==> config.mk <==
export PLATFORM = sky130hd
export DESIGN_NAME = spi_reg_slave
export DESIGN_NICKNAME = d
export VERILOG_FILES = /design/src/rtl/spi_reg_slave.sv
export SDC_FILE = /design/constraint.sdc
export NUM_CORES = 1
export LEC_CHECK = 0
export CORE_MARGIN = 2
export CORE_UTILIZATION = 44
export DETAILED_ROUTE_END_ITERATION = 10
export HOLD_SLACK_MARGIN = 0.03
export PLACE_DENSITY_LB_ADDON = 0.12
export SLEW_MARGIN = 20
export SYNTH_ARGS = -nofsm -noshare
export SYNTH_HDL_FRONTEND = slang
export SYNTH_SLANG_ARGS = --single-unit
==> constraint.sdc <==
create_clock -name clk -period 2.2 [get_ports clk]
set_clock_uncertainty 0.15 [all_clocks]
set_input_delay 0.44 -clock clk [delete_from_list [all_inputs] [get_ports clk]]
set_output_delay 0.44 -clock clk [all_outputs]
set_load 0.01 [all_outputs]
==> src/rtl/spi_reg_slave.sv <==
// SPI mode-0 register responder, oversampled on clk: write frames update reg_q, read frames shift it out on SDI.
// Optional SPI_SLAVE_ECHO_EN: write frames also shift out the previous reg_q (full-duplex swap).
module spi_reg_slave #(
  parameter int                 DATA_W      = 16,
  parameter int                 SYNC_STAGES = 2,
  parameter logic [DATA_W-1:0]  RESET_VAL   = '0
) (
  input  logic              clk,
  input  logic              rst,
  input  logic              SCLK,
  input  logic              CS_n,
  input  logic              SDO,
  output logic              SDI,
  output logic [DATA_W-1:0] reg_q,
  output logic              wr_stb,
  output logic              rd_stb,
  output logic              frame_err
);

  localparam int                CNT_W = $clog2(DATA_W + 3);
  localparam logic [CNT_W-1:0]  FULL  = CNT_W'(DATA_W + 1);
  localparam logic [CNT_W-1:0]  SAT   = CNT_W'(DATA_W + 2);

`ifdef SPI_SLAVE_ECHO_EN
  localparam logic ECHO = 1'b1;
`else
  localparam logic ECHO = 1'b0;
`endif

  typedef enum logic [1:0] {IDLE, CMD, DATA} state_t;

  state_t                  state_q, state_d;
  logic [SYNC_STAGES-1:0]  sclk_sync, cs_sync, sdo_sync, fill_q;
  logic                    sclk_d, cs_d, armed;
  logic                    sclk_s, cs_s, sdo_s;
  logic                    sclk_rise, sclk_fall, cs_rise, cs_fall;
  logic [CNT_W-1:0]        bit_cnt;
  logic                    cmd_q, sdi_q, tx_en;
  logic [DATA_W-1:0]       rx_shift, shift_reg;

  assign sclk_s    = sclk_sync[SYNC_STAGES-1];
  assign cs_s      = cs_sync[SYNC_STAGES-1];
  assign sdo_s     = sdo_sync[SYNC_STAGES-1];
  assign sclk_rise = sclk_s & ~sclk_d;
  assign sclk_fall = ~sclk_s & sclk_d;
  assign cs_rise   = cs_s & ~cs_d;
  assign cs_fall   = ~cs_s & cs_d;
  assign tx_en     = ~cmd_q | ECHO;
  assign SDI       = sdi_q & ~cs_s;

  // fill_q marks when the CS_n chain holds real pin samples rather than its
  // reset value, so a CS_n held low across reset release never looks like a fall.
  always_ff @(posedge clk or negedge rst) begin
    if (!rst) begin
      sclk_sync <= '0;
      cs_sync   <= '1;
      sdo_sync  <= '0;
      fill_q    <= '0;
      sclk_d    <= 1'b0;
      cs_d      <= 1'b1;
      armed     <= 1'b0;
    end else begin
      sclk_sync <= {sclk_sync[SYNC_STAGES-2:0], SCLK};
      cs_sync   <= {cs_sync[SYNC_STAGES-2:0], CS_n};
      sdo_sync  <= {sdo_sync[SYNC_STAGES-2:0], SDO};
      fill_q    <= {fill_q[SYNC_STAGES-2:0], 1'b1};
      sclk_d    <= sclk_s;
      cs_d      <= cs_s;
      armed     <= armed | (fill_q[SYNC_STAGES-1] & cs_s);
    end
  end

  always_ff @(posedge clk or negedge rst) begin
    if (!rst) state_q <= IDLE;
    else      state_q <= state_d;
  end

  always_comb begin
    state_d = state_q;
    case (state_q)
      IDLE:    if (cs_fall && armed) state_d = CMD;
      CMD:     if (cs_rise) state_d = IDLE;
               else if (sclk_rise) state_d = DATA;
      DATA:    if (cs_rise) state_d = IDLE;
      default: state_d = IDLE;
    endcase
  end

  always_ff @(posedge clk or negedge rst) begin
    if (!rst) begin
      reg_q     <= RESET_VAL;
      wr_stb    <= 1'b0;
      rd_stb    <= 1'b0;
      frame_err <= 1'b0;
      bit_cnt   <= '0;
      cmd_q     <= 1'b0;
      sdi_q     <= 1'b0;
      rx_shift  <= '0;
      shift_reg <= '0;
    end else begin
      wr_stb    <= 1'b0;
      rd_stb    <= 1'b0;
      frame_err <= 1'b0;
      if (state_q == IDLE) begin
        sdi_q <= 1'b0;
        if (cs_fall && armed) bit_cnt <= '0;
      end else if (cs_rise) begin
        // Only a frame of exactly command + DATA_W bits is accepted.
        sdi_q <= 1'b0;
        if (bit_cnt == FULL) begin
          if (cmd_q) begin
            reg_q  <= rx_shift;
            wr_stb <= 1'b1;
          end else begin
            rd_stb <= 1'b1;
          end
        end else begin
          frame_err <= 1'b1;
        end
      end else if (state_q == CMD) begin
        if (sclk_rise) begin
          cmd_q   <= sdo_s;
          bit_cnt <= CNT_W'(1);
        end
      end else begin
        if (sclk_rise) begin
          rx_shift <= {rx_shift[DATA_W-2:0], sdo_s};
          if (bit_cnt != SAT) bit_cnt <= bit_cnt + CNT_W'(1);
        end else if (sclk_fall) begin
          if (bit_cnt == CNT_W'(1)) begin
            shift_reg <= reg_q;
            sdi_q     <= tx_en & reg_q[DATA_W-1];
          end else if (bit_cnt >= FULL) begin
            sdi_q <= 1'b0;
          end else begin
            sdi_q     <= tx_en & shift_reg[DATA_W-2];
            shift_reg <= {shift_reg[DATA_W-2:0], 1'b0};
          end
        end
      end
    end
  end

endmodule

* Word level (Yosys, flattened, before mapping) *
Cells that the tools add are included.

cells by class
  $add $sub $neg = 1
  magnitude comparators = 1
  equal/unequal tests = 12
  muxes and demuxes = 32
  bitwise operators = 18
  reduce and logical (&&, ||, !) cells = 12

operators with widths
  cell                                                 count
  two-way mux 5 bit                                    7
  two-way mux 15 bit                                   2
  two-way mux 1 bit                                    18
  AND reduction 4 bit                                  4
  inverter 1 bit                                       9
  AND 1 bit                                            8
  two-way mux 2 bit                                    4
  != test 2 bit, second input constant                 3
  != test 3 bit, second input constant                 2
  one-hot mux 2 bit (3 select lines)                   1
  AND reduction 3 bit                                  2
  AND reduction 6 bit                                  1
  nonzero test 3 bit                                   2
  adder 5 x 1 -> 5 bit, second input constant          1
  equality test 5 x 1 -> 1 bit, second input constant  1
  equality test 5 bit, second input constant           1
  >= comparator 5 bit, second input constant           1
  != test 5 bit, second input constant                 1
  != test 3 x 1 -> 1 bit, second input constant        1
  equality test 2 x 1 -> 1 bit, second input constant  1
  equality test 2 bit, second input constant           1
  zero test 2 bit                                      1
  != test 2 x 1 -> 1 bit, second input constant        1
  nonzero test 2 bit                                   1
  2 further kinds                                      2

storage, ports and cells
  bits in registers = 70
  input port bits = 5
  output and inout bits = 20
  word-level logic and storage cells = 93

* Depth between registers and ports, before layout *
Gate-level depths: netlist of run 1.

  depth after elaboration = 9
  depth in mapped cells = 7
  depth with buffers taken out = 6

* Least setup slack after synthesis of run 1 *
Ideal clock, no wire load.

  path kind = reg2reg
  from = register bit_cnt[1]
  to = register shift_reg[10]
  setup time = 0.125 ns
  arrival = 1.973 ns
  data required time = 1.925 ns
  path slack = -0.048 ns
  stages on the path, launching flop included = 7
  buffers on the path = 1
  clock period less this slack = 2.248 ns
  cell sequence = dfrtp_1 inv_1 ha_1 nor4b_4 buf_2 mux2_2 mux2_4

between the ends
  word-level cells in the longest chain between the ends = 3
  elaborated cells between the ends (all ways) = 5
  classes of those cells = 1 x order compare; 2 x eq/ne; 1 x mux; 1 x reduce/logical

RTL lines
  element                                                              line      source
  start, declared                                                      37        logic [CNT_W-1:0] bit_cnt;
  start signal, assigned                                               128       if (bit_cnt != SAT) bit_cnt <= bit_cnt + CNT_W'(1);
  >= comparator 5 bit or equality test 5 x 1 -> 1 bit (tied branches)  133, 130
  != test 2 bit (no source line)                                       --
  AND reduction 6 bit (no source line)                                 --
  end signal, assigned                                                 131       shift_reg <= reg_q;
  end signal, assigned                                                 137       shift_reg <= {shift_reg[DATA_W-2:0], 1'b0};
  end, declared                                                        39        logic [DATA_W-1:0] rx_shift, shift_reg;

Several ways; a longest one is shown, not always the timed one.
A chain may end at the register's enable or synchronous reset.

* Worst setup path after layout of run 1 *
  from = register bit_cnt[1]
  to = register shift_reg[5]

Same word-level chain as after synthesis.

==> impl_metrics.tcl, run 1 <==
set metrics [dict create \
    drive_gt1_share_pct 37.9 \
    start_util_pct 44.7 \
    cts_buffers 9 \
    p_sw_share_pct 26.1 \
    die_y_um 86.4 \
    cts-root-buf "clkbuf_8" \
    reg2regPathDepth 6 \
    drt-total-wl_mm 5.15 \
    rr_endpoint "shift_reg[5]" \
    netlist_area_um2 2990 \
    worstSetupPathType "reg2reg" \
    fill_cells 569 \
    clkPwrFrac_pct 36.6 \
    internal_power_uw 2100 \
    drv_slew 0 \
    hold_viol_final 0 \
    worstPathArrival_ps 2160 \
    grt_pass1_vias 1689 \
    clk_latency_ps 340 \
    core_um2 6680 \
    dieArea_um2 7470 \
    power.density_nw_per_um2 787 \
    ant_nets 0 \
    clkTransAtPathRegs_ps 80 \
    hold_ws_ps 199 \
    status "completed" \
    syn_to_final_growth_pct 20.6 \
    die_x_um 86.4 \
    reg2reg_from "bit_cnt[1]" \
    worstHoldPathCells 0 \
    synth.net_count 214 \
    comb_power_share_pct 14.0 \
    seqPwrFrac_pct 49.4 \
    max_slew_margin_pct 61.4 \
    grt_max_degree 30 \
    setup_violations 0 \
    p_leak_uw 0.00175 \
    synth_edf_count 0 \
    avgSynthCellArea_um2 14.5 \
    worst_pin_slew_ps 579 \
    power_switching_uw 741 \
    rsz0062_at_grt "false" \
    finalCriticalPeriod_ps 2090 \
    startpoint_type "register" \
    drtIter0Drc 89 \
    io_buffers 24 \
    post-cts-setup-buffers 0 \
    seq_area_frac_synth_pct 58.7 \
    reg2reg_setup_slack_ps 110 \
    synth_cell_types 41 \
    final_common_cell "dfrtp_1" \
    fin_tns_setup_ps 0 \
    ys_warn_count 0 \
    async_flop_share_pct 100 \
    final_cell_mix "dfrtp_1, mux2_2, clkdlybuf4s50_1, clkbuf_8" \
    nets 252 \
    grt_pass1_wl_mm 8.70 \
    antenna_cells 0 \
    antenna_found_initial 0 \
    cts_tree "done" \
    holdBufCountCts 1 \
    worstHoldEndpoint "fill_q[1]" \
    grt_overflow 0 \
    min_period_over_period_pct 94.9 \
    fmax_ghz 0.479 \
    end_kind "register" \
    path_max_fanout 17 \
    synthFlopType "dfrtp_1" \
    wl_per_cell_um 15.7 \
    hold_start "fill_q[0]" \
    maxCapViolCount 0 \
    peakVddDrop_mv 0.571 \
    rows 30 \
    synth-seq-cells 70 \
    route.detailed.drc 0 \
    crit_required_ps 2280 \
    vias_per_cell 5.14 \
    vias 1686 \
    pin_count 25 \
    cts.sinks 70 \
    hp-class "reg2reg" \
    place.gp.congestion 0.783 \
    drt_first_pass_iters 4 \
    dp_hpwl_mm 3.41 \
    track_usage_pct 15.6 \
    netlist_instances 206 \
    cts_resized 0 \
    h-tree-depth 3 \
    clk_path_buf_depth 2 \
]
power by group through the flow:
stage	sequential, uW	clock [uW]	combinational [uW]
5_1_grt	1410	1120	431
3_3_place_gp	1420	0	398
4_1_cts	1400	1070	404
3_5_place_dp	1430	0	399
2_1_floorplan	1410	0	276
6_report	1400	1040	398
through the flow:
step | power [uW] | area (um^2) | util, % | worst slack (ps) | cells
after global routing | 2970 | 3600 | 54.0 | 22.2 | 328
after floorplan | 1680 | 2990 | - | 20.3 | 206
final | 2840 | 3600 | 54.0 | 112 | 328
after CTS | 2870 | 3600 | 54.0 | 106 | 328
after global placement | 1820 | 3400 | 50.8 | 139 | 312
after detailed placement | 1830 | 3400 | 50.8 | 124 | 312
area by class of cell:
class                   instances  area, um^2  area share (%)
flip-flops and latches         70        1760            48.7
multi-input cells             120        1150            31.9
repair buffers                 35         370            10.3
clock buffers                  10         138            3.82
well taps                      80         100            2.78
clock inverters                 5        60.1            1.67
inverters                       8        30.0           0.833
worst max-delay path by stage:
stage | start | to | slack, ps | depth (start not counted)
after floorplan | bit_cnt[1] | shift_reg[10] | 20 | 6
after global placement | bit_cnt[1] | shift_reg[13] | 140 | 6
after detailed placement | bit_cnt[1] | shift_reg[13] | 120 | 6
after CTS | bit_cnt[1] | shift_reg[12] | 110 | 6
after global routing | bit_cnt[1] | shift_reg[5] | 20 | 6
final | bit_cnt[1] | shift_reg[5] | 110 | 6
critical path, stage by stage, from the launching register on:
cell	delay, ps
dfrtp_1	430
inv_1	100
ha_2	230
nor4b_4	260
buf_12	190
mux2_2	340
mux2_2	260
synth_stat cells (2+ instances only):
master	count	area share (%)
a211o_1	2	0.59
nor3_1	3	0.50
mux2_2	52	20
nor4_1	3	0.63
nand2_1	8	1.0
ha_1	3	1.3
buf_6	2	0.75
nand2b_1	4	0.84
dfrtp_1	67	56
nor2b_1	3	0.63
nor2_1	4	0.50
mux2i_1	4	1.3
inv_1	8	1.0
nand3_1	4	0.67
dfstp_2	3	2.6
buf_2	4	0.67
mux2_4	8	4.0
layer usage:
layer	vias to the layer above	GRT usage [%]	part of all wire (%)
met5	-	0	0
met1	836	22.4	50
li1	810	-	-
met3	7	5.43	3.5
met2	33	21.5	45
met4	0	6.39	1.7
kinds of logic (layout without fill, tap and decap cells):
| family | after synthesis | count (layout) | share of synthesized area (%) |
|---|---|---|---|
| mux | 64 | 64 | 24.9 |
| compound gates | 14 | 14 | 3.85 |
| flops | 70 | 70 | 58.7 |
| buf+inv | 16 | 58 | 2.85 |
| fa+ha+maj | 3 | 3 | 1.26 |
| other cells | 1 | 1 | 0.125 |
| simple gates | 38 | 38 | 8.25 |
No activity file was read; power rests on OpenSTA's default activity.
==> inputs of run 2 (changes only) <==
--- a/config.mk
+++ b/config.mk
@@ -5,9 +5,11 @@
 export SDC_FILE = /design/constraint.sdc
 export NUM_CORES = 1
 export LEC_CHECK = 0
+export CAP_MARGIN = 20
 export CORE_MARGIN = 2
 export CORE_UTILIZATION = 44
 export DETAILED_ROUTE_END_ITERATION = 10
+export DONT_BUFFER_PORTS = 1
 export HOLD_SLACK_MARGIN = 0.03
 export PLACE_DENSITY_LB_ADDON = 0.12
 export SLEW_MARGIN = 20
==> impl_metrics.tcl, run 2 (synthesized netlist as in run 1, its figures left out) <==
set metrics [dict create \
    route.detailed.drc 0 \
    start_util_pct 44.7 \
    rr_endpoint "shift_reg[13]" \
    drtIter0Drc 98 \
    fin_tns_setup_ps 0 \
    nets 226 \
    post-cts-setup-buffers 0 \
    ant_nets 0 \
    power_switching_uw 720 \
    violations "negative hold slack" \
    cts_tree "done" \
    clkPwrFrac_pct 39.2 \
    reg2reg_from "bit_cnt[1]" \
    place_ws_ps 81.4 \
    fmax_ghz 0.473 \
    clkTransAtPathRegs_ps 70 \
    die_x_um 86.4 \
    drt_first_pass_iters 4 \
    vias 1667 \
    dieArea_um2 7470 \
    core_um2 6680 \
    dp_hpwl_mm 3.38 \
    finalCriticalPeriod_ps 2120 \
    track_usage_pct 15.5 \
    setup_violations 0 \
    startpoint_type "register" \
    comb_power_share_pct 12.2 \
    min_period_over_period_pct 96.1 \
    holdBufCountCts 3 \
    internal_power_uw 2170 \
    reg2regPathDepth 6 \
    grt_pass1_wl_mm 8.71 \
    grt_max_degree 71 \
    h-tree-depth 3 \
    antenna_found_initial 0 \
    cts_buffers 9 \
    vias_per_cell 5.50 \
    worst_slack_ps 84.8 \
    power.density_nw_per_um2 862 \
    hold_viol_final 70 \
    crit_required_ps 2280 \
    final_common_cell "dfrtp_1" \
    rsz0062_at_grt "false" \
    place.gp.congestion 0.749 \
    drt-total-wl_mm 5.19 \
    peakVddDrop_mv 0.609 \
    io_buffers 0 \
    worstSetupPathType "reg2reg" \
    status "complete, but fails checks" \
    reg2reg_setup_slack_ps 80 \
    syn_to_final_growth_pct 12.3 \
    finish.utilization_pct 50.3 \
    clk_path_buf_depth 2 \
    drv_slew 0 \
    grt_overflow 0 \
    p_sw_share_pct 24.9 \
    antenna_cells 0 \
    die_y_um 86.4 \
    path_max_fanout 17 \
    pin_count 25 \
    seqPwrFrac_pct 48.6 \
    hold_ws_ps -360 \
    rows 30 \
    p_leak_uw 0.00166 \
    maxCapViolCount 0 \
    cts.sinks 70 \
    power.total_uw 2890 \
    final_cell_mix "dfrtp_1, mux2_2, clkbuf_8" \
    hp-class "in2async" \
    worst_pin_slew_ps 500 \
    clk_latency_ps 340 \
    wl_per_cell_um 17.1 \
    end_kind "register" \
    drive_gt1_share_pct 40.8 \
    cts-root-buf "clkbuf_8" \
    worstPathArrival_ps 2190 \
    grt_pass1_vias 1779 \
    max_slew_margin_pct 66.3 \
]
run 2: cell count changes in the layout (fill, tap and decap cells not counted), sizes merged:
| cell | before | now |
|---|---|---|
| buf | 11 | 6 |
| bufinv | 1 | 2 |
| clkbuf | 10 | 9 |
| clkdlybuf4s50 | 23 | 0 |
| clkinv | 3 | 4 |
| clkinvlp | 1 | 0 |
| dlygate4sd3 | 1 | 3 |
| inv | 8 | 9 |
run 2: worst max path at each step:
stage / cells past startpoint / endpoint / startpoint / slack, ps
floorplan: 6 / shift_reg[10] / bit_cnt[1] / 20
finish: 6 / shift_reg[13] / bit_cnt[1] / 80
detailed placement: 4 / bit_cnt[3] / state_q[1] / 80
global placement: 6 / shift_reg[13] / bit_cnt[1] / 140
global route: 6 / shift_reg[13] / bit_cnt[1] / 9
CTS: 6 / shift_reg[13] / bit_cnt[1] / 90
run 2: timing repair:
action / 4_1_cts / 5_1_grt
endpoints found under the setup margin: 0 / 1
gates resized for setup: 0 / 1
endpoints found under the hold margin: 73 / 70
run 2: metrics by stage:
stage	cell area, um^2	std cells
global route	3360	303
finish	3360	303
detailed placement	3110	284
CTS	3360	303
global placement	3110	284
floorplan	2990	206
run 2: power groups by stage:
stage / clock network, uW / logic (uW) / registers (uW)
finish: 1130 / 353 / 1410
global route: 1220 / 391 / 1420
CTS: 1170 / 356 / 1410
detailed placement: 0 / 350 / 1430
global placement: 0 / 337 / 1430
floorplan: 0 / 276 / 1410
run 2: per-layer routing:
metal | GRT usage [%] | up-vias | part of all wire [%]
li1 | - | 762 | -
met1 | 19.0 | 853 | 46
met2 | 24.5 | 45 | 47
met3 | 6.29 | 7 | 5.8
met4 | 5.97 | 0 | 1.4
met5 | 0 | - | 0
run 2: cell type report:
cell class / count / area, um^2
clock buffers: 9 / 124
clock inverters: 7 / 96.3
fillers: 587 / 3320
inverters: 8 / 30.0
multi-input cells: 120 / 1150
flip-flops and latches: 70 / 1760
well taps: 80 / 100
repair buffers: 9 / 100
run 2: critical path, stage by stage, from the launching register on:
cell and delay (ps):
dfrtp_1 440, inv_1 110, ha_2 230, nor4b_4 260, buf_12 190, mux2_2 340, mux2_4 270
==> inputs of run 3 (changes only) <==
--- a/config.mk
+++ b/config.mk
@@ -12,7 +12,7 @@
 export DONT_BUFFER_PORTS = 1
 export HOLD_SLACK_MARGIN = 0.03
 export PLACE_DENSITY_LB_ADDON = 0.12
-export SLEW_MARGIN = 20
+export SLEW_MARGIN = 5
 export SYNTH_ARGS = -nofsm -noshare
 export SYNTH_HDL_FRONTEND = slang
 export SYNTH_SLANG_ARGS = --single-unit
==> constraint.sdc (replaced) <==
create_clock -name clk -period 2.5 [get_ports clk]
set_clock_uncertainty 0.15 [all_clocks]
set_input_delay 0.5 -clock clk [delete_from_list [all_inputs] [get_ports clk]]
set_output_delay 0.5 -clock clk [all_outputs]
set_load 0.01 [all_outputs]
==> impl_metrics.tcl, run 3 (synthesized netlist as in run 1, its figures left out) <==
set metrics [dict create \
    status "completed" \
    grt_pass1_wl_mm 8.37 \
    critPathTopFamily "simple AND/OR/NAND/NOR gates" \
    antenna_found_initial 0 \
    setup_violations 0 \
    wl_per_cell_um 16.1 \
    clk_path_buf_depth 2 \
    finalCriticalPeriod_ps 2240 \
    worstSetupPathType "reg2reg" \
    worstPathArrival_ps 2310 \
    clk_latency_ps 340 \
    pin_count 25 \
    cpMaxStageDelayCell "or4_4" \
    post-cts-setup-buffers 0 \
    vias 1603 \
    crit_required_ps 2580 \
    grt_pass1_vias 1654 \
    final_cell_mix "dfrtp_1, mux2_2, clkbuf_8" \
    ant_nets 0 \
    grt_max_degree 71 \
    drtIter0Drc 73 \
    hp-class "reg2reg" \
    end_kind "register" \
    cts-root-buf "clkbuf_8" \
    vias_per_cell 5.31 \
    holdBufCountCts 5 \
    fin_tns_setup_ps 0 \
    core_um2 6680 \
    clkTransAtPathRegs_ps 70 \
    rows 30 \
    startpoint_type "register" \
    io_buffers 0 \
    final_common_cell "dfrtp_1" \
    cts_resized 0 \
    path_max_fanout 16 \
    crit_buf_inv 0 \
    drv_slew 0 \
    worst_slack_ps 265 \
    route.detailed.drc 0 \
    fmax_ghz 0.447 \
    critPathMaxStageDelay_ps 560 \
    dp_hpwl_mm 3.06 \
    crit_chain "or4_4, o21ai_4, nand4_4, mux2_4" \
    maxCapViolCount 0 \
    start_util_pct 44.7 \
    peakVddDrop_mv 0.640 \
    rsz0062_at_grt "false" \
    cts_tree "done" \
    place_ws_ps 263 \
    cts.sinks 70 \
    hold_viol_final 0 \
    drt_first_pass_iters 4 \
    grt_overflow 0 \
    die_x_um 86.4 \
    syn_to_final_growth_pct 12.0 \
    dieArea_um2 7470 \
    drive_gt1_share_pct 38.7 \
    fill_cells 585 \
    drt-total-wl_mm 4.87 \
    nets 225 \
    cts_buffers 9 \
    min_period_over_period_pct 89.4 \
    track_usage_pct 14.7 \
    power.density_nw_per_um2 762 \
    place.gp.congestion 0.723 \
    h-tree-depth 3 \
    hold_ws_ps 203 \
    antenna_cells 0 \
    p_leak_uw 0.00165 \
    die_y_um 86.4 \
]
## run 3: layer usage
layer,track usage (%),vias up,share of wire [%]
met5,0,-,0
met4,8.52,0,2.5
met3,4.38,12,4.8
met2,21.3,26,45
met1,19.7,805,48
li1,-,760,-
## run 3: worst paths after layout
check,from,end,slack (ps),depth (start not counted)
hold / removal,sclk_sync[0],sclk_sync[1],200,0
min in group asynchronous,rst,reg_q[11],560,2
max in group asynchronous,rst,cs_sync[0],1320,2
setup reg to reg,bit_cnt[3],shift_reg[10],260,4
setup / recovery,bit_cnt[3],shift_reg[10],260,4
hold reg to reg,sclk_sync[0],sclk_sync[1],200,0
## run 3: layout make-up
type	count	area (um^2)	share of cell area, %
Clock inverter	5	81.3	2.43
Clock buffer	11	141	4.22
Tap cell	80	100	2.99
Sequential cell	70	1760	52.4
Inverter	8	30.0	0.897
Multi-Input combinational cell	120	1150	34.3
Timing Repair Buffer	8	90.1	2.69
## run 3: power by group
group | switching, uW | internal [uW]
combinational | 157 | 144
sequential | 57.3 | 1180
clock | 419 | 591
total | 634 | 1920
## run 3: per-stage QoR
step / power, uW / area, um^2 / cells / utilization, %
after global routing: 2670 / 3350 / 302 / 50.1
final: 2550 / 3350 / 302 / 50.1
after global placement: 1520 / 3060 / 281 / 45.7
after CTS: 2580 / 3350 / 302 / 50.1
after detailed placement: 1530 / 3060 / 281 / 45.7
after floorplan: 1470 / 2990 / 206 / -
## run 3: worst reg2reg max path: stages (launching register included)
cell and delay, ps:
dfrtp_1 480, or4_4 570, o21ai_4 170, nand4_4 340
mux2_4 430
